### config.mk
export PLATFORM = sky130hd
export DESIGN_NAME = counter_cmd_driver
export DESIGN_NICKNAME = d
export VERILOG_FILES = /design/src/rtl/counter_cmd_driver.sv
export SDC_FILE = /design/constraint.sdc
export NUM_CORES = 1
export LEC_CHECK = 0
export CAP_MARGIN = 20
export CORE_MARGIN = 10
export CORE_UTILIZATION = 45
export CTS_CLUSTER_DIAMETER = 60
export CTS_CLUSTER_SIZE = 28
export DETAILED_ROUTE_END_ITERATION = 10
export GPL_ROUTABILITY_DRIVEN = 1
export GPL_TIMING_DRIVEN = 0
export PLACE_DENSITY = 0.72
export SLEW_MARGIN = 0
export SYNTH_ARGS = -nofsm -noshare
export SYNTH_HDL_FRONTEND = slang
export SYNTH_SLANG_ARGS = --single-unit
### constraint.sdc
create_clock -name clock -period 2.35 [get_ports clock]
set_clock_uncertainty 0.1 [all_clocks]
set_input_delay 0.3525 -clock clock [delete_from_list [all_inputs] [get_ports clock]]
set_output_delay 0.3525 -clock clock [all_outputs]
set_load 0.02 [all_outputs]
### src/rtl/counter_cmd_driver.sv
// counter_cmd_driver: timed command sequencer for universal_counter plus an
// on-chip scoreboard that tracks the value the counter must hold and flags
// any cycle where the counter disagrees.
module counter_cmd_driver #(
    parameter int unsigned WIDTH = 4,
    parameter int unsigned DEPTH = 4,
    parameter int unsigned LEN_W = 8
) (
    input  logic             clock,
    input  logic             reset,
    input  logic             cmd_valid,
    output logic             cmd_ready,
    input  logic [1:0]       cmd_op,
    input  logic [WIDTH-1:0] cmd_data,
    input  logic [LEN_W-1:0] cmd_len,
    output logic [WIDTH-1:0] data,
    output logic             load,
    output logic             incr,
    output logic             pause,
    input  logic [WIDTH-1:0] counter,
    output logic [WIDTH-1:0] expected,
    output logic             busy,
    output logic             done,
    output logic             mismatch,
    output logic [7:0]       err_cnt
);

    localparam int unsigned AW = $clog2(DEPTH);
    localparam int unsigned PW = AW + 1;

    typedef enum logic [1:0] {
        OP_LOAD = 2'b00,
        OP_UP   = 2'b01,
        OP_DOWN = 2'b10,
        OP_HOLD = 2'b11
    } op_e;

    typedef enum logic {
        S_IDLE,
        S_RUN
    } state_e;

    // Command FIFO storage and pointers (extra MSB distinguishes full from empty)
    op_e              op_mem_q   [DEPTH];
    logic [WIDTH-1:0] data_mem_q [DEPTH];
    logic [LEN_W-1:0] len_mem_q  [DEPTH];
    logic [PW-1:0]    wr_ptr_q, wr_ptr_d;
    logic [PW-1:0]    rd_ptr_q, rd_ptr_d;
    logic             full;
    logic             empty;
    logic             push;
    logic             pop;
    op_e              head_op;
    logic [WIDTH-1:0] head_data;
    logic [LEN_W-1:0] head_len;

    // Sequencer state and registered control outputs
    state_e           state_q, state_d;
    logic [LEN_W-1:0] remaining_q, remaining_d;
    logic [WIDTH-1:0] data_q, data_d;
    logic             load_q, load_d;
    logic             incr_q, incr_d;
    logic             pause_q, pause_d;
    logic             done_q, done_d;

    // Checker state
    logic [WIDTH-1:0] expected_q, expected_d;
    logic             check_en_q, check_en_d;
    logic             mismatch_q, mismatch_d;
    logic [7:0]       err_cnt_q, err_cnt_d;
    logic             diverge;

    // FIFO status, head view and handshake
    always_comb begin
        empty     = (wr_ptr_q == rd_ptr_q);
        full      = (wr_ptr_q[AW] != rd_ptr_q[AW]) &&
                    (wr_ptr_q[AW-1:0] == rd_ptr_q[AW-1:0]);
        push      = cmd_valid && !full;
        head_op   = op_mem_q[rd_ptr_q[AW-1:0]];
        head_data = data_mem_q[rd_ptr_q[AW-1:0]];
        head_len  = len_mem_q[rd_ptr_q[AW-1:0]];
        wr_ptr_d  = wr_ptr_q + (push ? PW'(1) : '0);
        rd_ptr_d  = rd_ptr_q + (pop ? PW'(1) : '0);
    end

    // FIFO storage write; contents need no reset since pointers gate validity
    always_ff @(posedge clock) begin
        if (push) begin
            op_mem_q[wr_ptr_q[AW-1:0]]   <= op_e'(cmd_op);
            data_mem_q[wr_ptr_q[AW-1:0]] <= cmd_data;
            len_mem_q[wr_ptr_q[AW-1:0]]  <= cmd_len;
        end
    end

    // Next state, pop decision and control outputs for the active command
    always_comb begin
        state_d     = state_q;
        remaining_d = remaining_q;
        data_d      = data_q;
        load_d      = load_q;
        incr_d      = incr_q;
        pause_d     = pause_q;
        done_d      = 1'b0;
        pop         = 1'b0;

        case (state_q)
            S_IDLE: begin
                if (!empty) begin
                    pop     = 1'b1;
                    state_d = S_RUN;
                end
            end
            S_RUN: begin
                if (remaining_q > LEN_W'(1)) begin
                    remaining_d = remaining_q - LEN_W'(1);
                end else if (!empty) begin
                    pop = 1'b1;
                end else begin
                    state_d = S_IDLE;
                    done_d  = 1'b1;
                    load_d  = 1'b0;
                    pause_d = 1'b1;
                    incr_d  = 1'b1;
                end
            end
            default: state_d = S_IDLE;
        endcase

        // A pop replaces the active command in the same edge, so commands
        // run back-to-back without an idle cycle between them.
        if (pop) begin
            remaining_d = (head_len == '0) ? LEN_W'(1) : head_len;
            case (head_op)
                OP_LOAD: begin
                    load_d  = 1'b1;
                    pause_d = 1'b0;
                    incr_d  = 1'b1;
                    data_d  = head_data;
                end
                OP_UP: begin
                    load_d  = 1'b0;
                    pause_d = 1'b0;
                    incr_d  = 1'b1;
                end
                OP_DOWN: begin
                    load_d  = 1'b0;
                    pause_d = 1'b0;
                    incr_d  = 1'b0;
                end
                OP_HOLD: begin
                    load_d  = 1'b0;
                    pause_d = 1'b1;
                    incr_d  = 1'b1;
                end
            endcase
        end
    end

    // Reference value follows the controls issued last cycle (load > pause > count)
    always_comb begin
        expected_d = expected_q;
        if (load_q) begin
            expected_d = data_q;
        end else if (!pause_q) begin
            expected_d = incr_q ? (expected_q + WIDTH'(1)) : (expected_q - WIDTH'(1));
        end
        check_en_d = check_en_q | load_q;
        diverge    = check_en_q && (counter != expected_q);
        mismatch_d = mismatch_q | diverge;
        err_cnt_d  = (diverge && (err_cnt_q != 8'hFF)) ? (err_cnt_q + 8'd1) : err_cnt_q;
    end

    // State registers with synchronous reset
    always_ff @(posedge clock) begin
        if (reset) begin
            wr_ptr_q    <= '0;
            rd_ptr_q    <= '0;
            state_q     <= S_IDLE;
            remaining_q <= '0;
            data_q      <= '0;
            load_q      <= 1'b0;
            incr_q      <= 1'b1;
            pause_q     <= 1'b1;
            done_q      <= 1'b0;
            expected_q  <= '0;
            check_en_q  <= 1'b0;
            mismatch_q  <= 1'b0;
            err_cnt_q   <= '0;
        end else begin
            wr_ptr_q    <= wr_ptr_d;
            rd_ptr_q    <= rd_ptr_d;
            state_q     <= state_d;
            remaining_q <= remaining_d;
            data_q      <= data_d;
            load_q      <= load_d;
            incr_q      <= incr_d;
            pause_q     <= pause_d;
            done_q      <= done_d;
            expected_q  <= expected_d;
            check_en_q  <= check_en_d;
            mismatch_q  <= mismatch_d;
            err_cnt_q   <= err_cnt_d;
        end
    end

    assign cmd_ready = !full;
    assign busy      = (state_q == S_RUN) || !empty;
    assign data      = data_q;
    assign load      = load_q;
    assign incr      = incr_q;
    assign pause     = pause_q;
    assign done      = done_q;
    assign expected  = expected_q;
    assign mismatch  = mismatch_q;
    assign err_cnt   = err_cnt_q;

endmodule
; ---- Yosys cells after proc, flatten, opt, wreduce, memory -nomap -nowiden
; Memory sizes are Yosys's and may differ from the RTL's. A register that Yosys moved wholly into a read port is not among the register bits.
; Cells that the tools add are included.
[totals]
reg_bits = 33
ramBits = 56
output_inout_bits = 23
memories = 3
[classes]
addsub = 6
order_cmp = 1
eq_ne = 10
n_mux = 31
bitwise = 3
n_reduce_logical = 19
[mem_list]
columns = name, words, width, read_ports, rd_ports_with_merged_regs, wr, line
row1 = len_mem_q, 4, 8, 1, 1, 1, 46  ; logic [LEN_W-1:0] len_mem_q [DEPTH];
row2 = data_mem_q, 4, 4, 1, 1, 1, 45  ; logic [WIDTH-1:0] data_mem_q [DEPTH];
row3 = op_mem_q, 4, 2, 1, 1, 1, 44  ; op_e op_mem_q [DEPTH];
[op_table]
columns = op, n
row1 = 8-bit two-way mux, 4
row2 = 1-bit two-way mux, 17
row3 = 4-bit two-way mux, 3
row4 = 3-bit OR reduction, 4
row5 = 1-bit one-hot mux with 2 select lines, 5
row6 = "8-bit by 1-bit adder with 8-bit output, second input constant", 1
row7 = "8-bit by 1-bit > comparator with 1-bit output, second input constant", 1
row8 = 8-bit logical NOT, 1
row9 = "8-bit inequality test, second input constant", 1
row10 = "8-bit by 1-bit subtractor with 8-bit output, second input constant", 1
row11 = 3-bit by 1-bit adder with 3-bit output, 2
row12 = 2-bit nonzero test, 3
row13 = "4-bit by 1-bit adder with 4-bit output, second input constant", 1
row14 = "2-bit equality test, second input constant", 2
row15 = 1-bit logical AND, 4
row16 = 2-bit two-way mux, 2
row17 = "2-bit inequality test, second input constant", 2
row18 = 4-bit inequality test, 1
row19 = 2-bit AND reduction, 2
row20 = "4-bit by 1-bit subtractor with 4-bit output, second input constant", 1
row21 = 3-bit equality test, 1
row22 = 3-bit AND reduction, 1
row23 = "2-bit by 1-bit equality test with 1-bit output, second input constant", 1
row24 = 2-bit equality test, 1
row25 = 6 further kinds, 8

; ---- Depth between registers and ports, before layout
; Gate-level depths: netlist of the first run.
[logic_depth]
depth_word = 7
mapped_depth = 10

; ---- Worst setup path after synthesis of the first run
; Ideal clock, no wire load.
[synth_timing]
kind = register to register
startpoint = register rd_ptr_q[1]
endpoint = memory data_mem_q[2][0], enable pin
arrival_ps = 2109
required_ps = 1844
path_slack_ps = -265
stages_incl_launch_ff = 7
path_buffers = 1
path_cell_list = dfxtp_1 > buf_6 > xor2_1 > nor2_1 > nand2_1 > nand2_1 > nor3b_1
[synth_between]
elab_chain_cells = 6
[synth_lines]
columns = element, line
row1 = start: declaration, 48  ; logic [PW-1:0] rd_ptr_q, rd_ptr_d;
row2 = start signal: assignment, 191  ; rd_ptr_q <= rd_ptr_d;
row3 = 2-bit equality test, 77  ; (wr_ptr_q[AW-1:0] == rd_ptr_q[AW-1:0]);
row4 = 1-bit logical AND, 76  ; full = (wr_ptr_q[AW] != rd_ptr_q[AW]) &&
row5 = 1-bit logical NOT, n/a
row6 = net cmd_ready, 12  ; output logic cmd_ready,
row7 = 1-bit logical AND, 78  ; push = cmd_valid && !full;
row8 = 1-bit two-way mux, 88  ; if (push) begin
row9 = 1-bit two-way mux (not written as such), 90  ; data_mem_q[wr_ptr_q[AW-1:0]] <= cmd_data;
row10 = end: declaration, 45
; The timed path passes the listed nets, and every way through them passes these cells.

; ---- Final worst setup path of the first run
[layout_timing]
startpoint = register rd_ptr_q[0]
endpoint = output busy
[layout_between]
elab_chain_cells = 3
[layout_lines]
columns = element, line
row1 = 3-bit equality test, 75  ; empty = (wr_ptr_q == rd_ptr_q);
row2 = 1-bit logical NOT, 207  ; assign busy = (state_q == S_RUN) || !empty;
row3 = 1-bit logical OR, 207
row4 = end: declaration, 22  ; output logic busy,
; No other way between the ends.

==> results by group, run 1 <==
Run status
  • Status: completed

Clock network
  • CTS sink cnt: 93
  • H-tree depth: 3
  • Clock transition at path regs: ~0.08 ns
  • CTS max path bufs: 2
  • CTS tree: done
  • CTS root buf: clkbuf_8
  • CTS buffer count: 9
  • Clock Latency Late Sink: between 0.3 and 0.4 ns

STA
  • FMAX: about 440 MHz
  • Fin. max-slew vios: 0
  • Setup Viol. Count Final: 0
  • RSZ-0062 raised after global routing: false
  • Min cycle time layout: 2.265 ns
  • Hold Vio Cnt, Final: 0
  • TNS Setup: 0 ns
  • Relative slew margins: 0.4727
  • Tightest Pin Transition: 0.7824 ns
  • Final period utilization: 0.9640
  • Setup ws final: about 0.085 ns

Routing
  • Vias: about 2500
  • Drt wl/cell: around 16 um
  • DR pass1 iterations: 5
  • # DRC: 0
  • Routed Antenna Nets: 0
  • Final WL: around 7.6 mm
  • Vias per cell: 5.351
  • 1st-iter DRT viols: 79

Yosys
  • Syn. warnings: 0
  • Dominant synthesized flop cell: edfxtp_1
  • Syn_nets: between 300 and 400
  • Post-synth ARST share: 0
  • Post-Synthesis Cells: 295
  • Flops & latches, synth: between 90 and 100
  • Top-area cell type share of the netlist area: 0.4225
  • Avg Inst Size Synth: approximately 13 um^2
  • Sequential area share after synthesis: 0.6086
  • Post-synth cell types: 50
  • Area contributors post-synth: edfxtp_1, dfxtp_1, mux4_2
  • EDFF count, synth: 56
  • Leading area contributor after synthesis: edfxtp_1
  • Synthesized area: roughly 4000 um^2

Floorplan
  • Die ar.: roughly 13000 um^2
  • Die boundary height: ~110 um
  • Row cnt: 34
  • Die width: 114.0 um
  • Initial Util: 0.4586
  • Core ar.: between 8000 and 9000 um^2
  • IO Count: 44

Layout
  • Final instance count without filler cells: around 470
  • Area delta synth->final: 20.65%
  • Inserted Diodes: 0
  • Fillers: around 750
  • Fin area: about 4800 um^2
  • Final Net Count: 384
  • Layout cells sized above 1: 0.1476

Global route
  • Total GRT Usage: 0.1213
  • First-pass GRT wire length: roughly 13 mm
  • Largest net degree at the start of global routing: 17
  • Initial antenna violation count: 0
  • GRT Residual Overflow: 0
  • Vias in the first global route: around 2600

Power
  • Maximum VDD drop: between 0.4 and 0.5 mV
  • Leakage Power: around 1.7 nW
  • Pwr dens: around 1000 nW/um^2

Job
  • Max Cap Viol: 0

Placement
  • Hpwl dp: roughly 5.5 mm
  • Post-DP Area: about 4600 um^2
  • Dpl cells: between 400 and 500
  • Port Buf Inserts: between 40 and 50
  • GPL Wtd Cong: about 0.81
  • Post-Place Worst Slack: -0.02457 ns

Critical path
  • Crit start category: register
  • WP data required: between 1.5 and 2 ns
  • Crit-path max FO: 7
  • Setup CP Type: register to primary output
  • Worst EP arrival: approximately 1.8 ns
  • CP Capture Type: primary output

Hold path
  • Hold Path Class: input port to register
worst max-delay path, stage by stage (launching register included):
cell and delay [ns]:
dfxtp_1 0.31, buf_6 0.14, xor2_1 0.16, or3_1 0.32
buf_6 0.13, or2_2 0.27, buf_6 0.14
power by group:
group	switching [mW]	total [mW]	leakage (nW)	internal, mW
Clock	0.551	0.942	0.0794	0.391
Sequential	0.160	2.09	0.817	1.93
Combinational	0.946	1.79	0.803	0.842
Total	1.66	4.82	1.70	3.16
layer usage:
layer / routed length (um) / track usage / up-vias
met5: 0 / 0 / -
met4: 78 / 0.03342 / 0
met3: 445 / 0.04042 / 8
met2: 3755 / 0.2012 / 62
met1: 3369 / 0.1474 / 1218
li1: - / - / 1211
repair_timing:
| action | CTS | global route |
|---|---|---|
| buffers inserted | 3 | 1 |
| resized for setup | 7 | 5 |
| pin swaps | 1 | 2 |
| hold buffers | 0 | 0 |
| endpoints found under the setup margin | 2 | 17 |
kinds of logic (layout without fill, tap and decap cells):
kind of cell               after synthesis  after routing  synth area share
AOI/OAI and AO/OA                       35             35           0.05847
buffers and inverters                   22             86           0.03521
muxes                                   21             21            0.1019
adders and majority gates                9              9           0.03018
and+or+nand+nor                         96             96            0.1239
xor gates and xnor gates                19             19           0.04181
DFF                                     93             93            0.6086
stage by stage:
stage / power [mW] / hold slack, ns / utilization
2_1_floorplan: 3.337 / 0.3514 / -
3_3_place_gp: 3.793 / 0.3396 / 0.5244
3_5_place_dp: 3.833 / 0.3483 / 0.5287
4_1_cts: 4.828 / 0.1164 / 0.5516
5_1_grt: 5.131 / 0.1298 / 0.5533
6_report: 4.819 / 0.1443 / 0.5533
cells in the mapped netlist (3+ instances only):
library cell / instances
nor3b_1: 5
nand3_1: 7
o21ai_0: 3
nor3_1: 12
mux4_2: 9
dfxtp_1: 37
xnor2_1: 11
or3_1: 3
mux4_1: 5
edfxtp_1: 56
a21oi_1: 16
nor4_1: 3
xor2_1: 8
inv_1: 7
nor2_1: 34
nand2_1: 10
ha_1: 8
mux2i_1: 6
clkbuf_1: 8
nor2b_1: 6
buf_6: 4
path summary, 6_finish.rpt:
check | from | cells after the start | end | slack (ns)
max | rd_ptr_q[0] | 6 | busy | 0.08
min | reset | 2 | wr_ptr_q[0] | 0.14
max reg2reg | rd_ptr_q[0] | 7 | data_mem_q[3][3] | 0.15
min reg2reg | mismatch | 2 | mismatch | 0.35
state kept, by name, summed over array words and instances, names as in the netlist:
name / flops
check_en_q: 1
data: 4
data_mem_q: 16
done: 1
err_cnt: 8
expected: 4
incr: 1
len_mem_q: 32
load: 1
mismatch: 1
op_mem_q: 8
pause: 1
rd_ptr_q: 3
remaining_q: 8
state_q: 1
wr_ptr_q: 3
cell type report:
class                   instances  area, um^2  area share
repair buffers                 49       489.2      0.1019
multi-input cells             180        1449      0.3017
flip-flops and latches         93        2426      0.5052
inverters                       7       26.28    0.005472
well taps                     108       135.1     0.02814
plain buffers                  14       102.6     0.02137
clock buffers                  10       127.6     0.02658
clock inverters                 6       46.29    0.009640
cells in the final DEF, fill, tap and decap left out, types with 3 or more instances in the layout:
cell type / synthesis / routed
mux4_2: 9 / 9
clkbuf_8: 1 / 10
xnor2_1: 11 / 11
nor3_1: 12 / 11
xor2_1: 8 / 8
clkbuf_1: 8 / 9
nand3_1: 7 / 6
nand2_1: 10 / 10
dfxtp_1: 37 / 34
nor3b_1: 5 / 3
o21ai_0: 3 / 3
mux2i_1: 6 / 6
ha_1: 8 / 8
buf_4: 0 / 4
nor2_1: 34 / 33
inv_1: 7 / 7
dfxtp_2: 0 / 3
nor2b_1: 6 / 6
buf_6: 4 / 6
nor4_1: 3 / 3
or3_1: 3 / 3
edfxtp_1: 56 / 56
a21oi_1: 16 / 16
mux4_1: 5 / 5
clkdlybuf4s50_1: 0 / 41
No activity file was read; power rests on OpenSTA's default activity.
==> run 2, diff against run 1 <==
--- a/config.mk
+++ b/config.mk
@@ -6,14 +6,16 @@
 export NUM_CORES = 1
 export LEC_CHECK = 0
 export CAP_MARGIN = 20
+export CELL_PAD_IN_SITES_DETAIL_PLACEMENT = 0
+export CELL_PAD_IN_SITES_GLOBAL_PLACEMENT = 1
 export CORE_MARGIN = 10
-export CORE_UTILIZATION = 45
+export CORE_UTILIZATION = 41
 export CTS_CLUSTER_DIAMETER = 60
 export CTS_CLUSTER_SIZE = 28
 export DETAILED_ROUTE_END_ITERATION = 10
 export GPL_ROUTABILITY_DRIVEN = 1
 export GPL_TIMING_DRIVEN = 0
-export PLACE_DENSITY = 0.72
+export PLACE_DENSITY = 0.78
 export SLEW_MARGIN = 0
 export SYNTH_ARGS = -nofsm -noshare
 export SYNTH_HDL_FRONTEND = slang
==> results by group, run 2 (same netlist as run 1, synthesis figures left out) <==
Routing
  • Final WL: 8.088 mm (+5.8%)
  • # DRC: 0 (unchanged)
  • DR pass1 iterations: 4 (-1)
  • 1st-iter DRT viols: 120 (+52%)
  • Vias: 2460 (-1.6%)
  • Drt wl/cell: 16.57 um (+1.2%)
  • Vias per cell: 5.041 (-5.8%)
  • Routed Antenna Nets: 0 (unchanged)

Clock network
  • Clock Latency Late Sink: 0.37 ns (+0.02 ns)
  • CTS sink cnt: 93 (unchanged)
  • CTS max path bufs: 2 (unchanged)
  • CTS buffer count: 9 (unchanged)
  • CTS tree: done
  • Cts hold-fix bufs: 0 (unchanged)
  • CTS root buf: clkbuf_8
  • H-tree depth: 3 (unchanged)
  • Clock transition at path regs: 0.11 ns (+0.03 ns)

Layout
  • Leading cell type in the layout, fill and taps excluded: edfxtp_1
  • Area delta synth->final: 23.01%
  • Max reg flops: 32 (unchanged)
  • Commonest cells after routing, fill and taps aside: edfxtp_1, clkdlybuf4s50_1, nor2_1, dfxtp_1, a21oi_1
  • Final core utilization: 0.5249 (-0.02846)
  • Fillers: 819 (+9.3%)
  • Inserted Diodes: 0 (unchanged)
  • Final Net Count: 384 (unchanged)
  • Final instance count without filler cells: 488 (+4.5%)
  • Layout cells sized above 1: 0.1671 (+0.01950)

Critical path
  • Setup CP Type: register to register
  • Crit start category: register
  • Reg2Reg Setup Slack: 0.06 ns (-0.09 ns)
  • CP Capture Type: register
  • Reg2Reg Launch Point: rd_ptr_q[0]
  • R2R Path End: remaining_q[0]
  • WP data required: 2.52 ns (+0.62 ns)
  • Crit-path max FO: 6 (-1)
  • Worst reg2reg path depth: 6 (-1)
  • Worst EP arrival: 2.46 ns (+0.65 ns)

Job
  • Max Cap Viol: 0 (unchanged)

Global route
  • Largest net degree at the start of global routing: 20 (+3)
  • GRT Residual Overflow: 0 (unchanged)
  • Initial antenna violation count: 0 (unchanged)
  • Total GRT Usage: 0.1142 (-0.007084)
  • First-pass GRT wire length: 13.12 mm (+2.5%)
  • Vias in the first global route: 2590 (-0.039%)

STA
  • Hold Vio Cnt, Final: 0 (unchanged)
  • Min cycle time layout: 2.295 ns (+0.02932 ns)
  • Fin Hold WS: 0.1190 ns (-0.02527 ns)
  • FMAX: 435.8 MHz (-1.3%)
  • Setup ws final: 0.05520 ns (-0.02932 ns)
  • Final period utilization: 0.9765 (+0.01248)
  • Setup Viol. Count Final: 0 (unchanged)
  • Relative slew margins: 0.4229 (-0.04985)
  • Fin. max-slew vios: 0 (unchanged)
  • RSZ-0062 raised after global routing: true
  • Tightest Pin Transition: 0.8564 ns (+0.07396 ns)

Hold path
  • Worst hold stages: 2 (unchanged)
  • Worst Hold Launch: reset
  • Hold Path Class: input port to register
  • WHS Endpoint: wr_ptr_q[1]

Power
  • Maximum VDD drop: 0.4823 mV (-3.4%)
  • Pwr dens: 1022 nW/um^2 (+1.8%)
  • Leakage Power: 1.726 nW (+1.5%)

Placement
  • Port Buf Inserts: 42 (unchanged)
  • GPL Wtd Cong: 0.8330 (+3.4%)
  • Hpwl dp: 5.616 mm (+2.7%)
  • Post-Place Worst Slack: -0.07304 ns (-0.04847 ns)
  • Dpl cells: 469 (+4.7%)

Floorplan
  • Row cnt: 35 (+2.9%)
  • Core ar.: 9328 um^2 (+7.5%)
  • Die ar.: 14050 um^2 (+8.0%)
  • Initial Util: 0.4267 (-0.03193)
  • Die boundary height: 118.5 um (+3.9%)
  • Die width: 118.5 um (+3.9%)
  • IO Count: 44 (unchanged)

Run status
  • Status: completed
run 2: cell count changes in the layout (fill, tap and decap cells not counted), sizes merged:
cell / previous run / this run
inv: 9 / 10
dlymetal6s2s: 0 / 1
clkinv: 1 / 4
clkdlybuf4s50: 41 / 40
clkbuf: 19 / 18
clkinvlp: 3 / 0
run 2: what timing repair did:
item | in CTS | in global routing
resized for setup | 10 | 13
setup buffers | 3 | 0
pin swaps | 1 | 1
endpoints found under the setup margin | 2 | 34
run 2: worst max path at each step:
stage / slack, ns / start / depth (start not counted) / to
after floorplan: 0.16 / rd_ptr_q[0] / 6 / remaining_q[0]
final: 0.06 / rd_ptr_q[0] / 6 / remaining_q[0]
after CTS: 0.006 / rd_ptr_q[0] / 7 / remaining_q[0]
after global routing: -0.05 / rd_ptr_q[0] / 6 / remaining_q[0]
after global placement: -0.14 / rd_ptr_q[0] / 6 / data_mem_q[1][1]
after detailed placement: -0.07 / counter[1] / 6 / err_cnt[7]
run 2: worst max-delay path: stages, from the launching register on:
cell and delay (ns):
dfxtp_2 0.35, buf_8 0.13, mux4_2 0.54, or4_4 0.55, nor4_4 0.16, nor3_2 0.07, a2111oi_2 0.31
run 2: power breakdown:
part,total [mW],internal (mW),switching [mW]
registers,2.08,1.93,0.147
clock network,1.05,0.421,0.634
logic,1.87,0.868,1.00
total,5.00,3.22,1.78
run 2: per-stage QoR:
step / TNS, ns / cell area [um^2] / power (mW)
2_1_floorplan: 0 / 3995 / 3.337
3_3_place_gp: -5.396 / 4577 / 3.822
3_5_place_dp: -0.4286 / 4611 / 3.852
4_1_cts: 0 / 4850 / 4.971
5_1_grt: -0.08064 / 4896 / 5.330
6_report: 0 / 4896 / 5.001
run 2: cell type report:
class | count | area [um^2] | area share
clock buffer | 9 | 123.9 | 0.02530
sequential | 93 | 2427 | 0.4958
multi-input combinational | 180 | 1480 | 0.3023
timing repair buffer | 48 | 480.5 | 0.09813
tap | 129 | 161.4 | 0.03297
clock inverter | 7 | 78.83 | 0.01610
buffer | 15 | 117.6 | 0.02402
inverter | 7 | 26.28 | 0.005367
run 2: layer usage:
metal | global-route usage | wire length [um]
met5 | 0 | 0
met3 | 0.02237 | 354
met2 | 0.1808 | 3796
met4 | 0.04275 | 97
met1 | 0.1513 | 3838
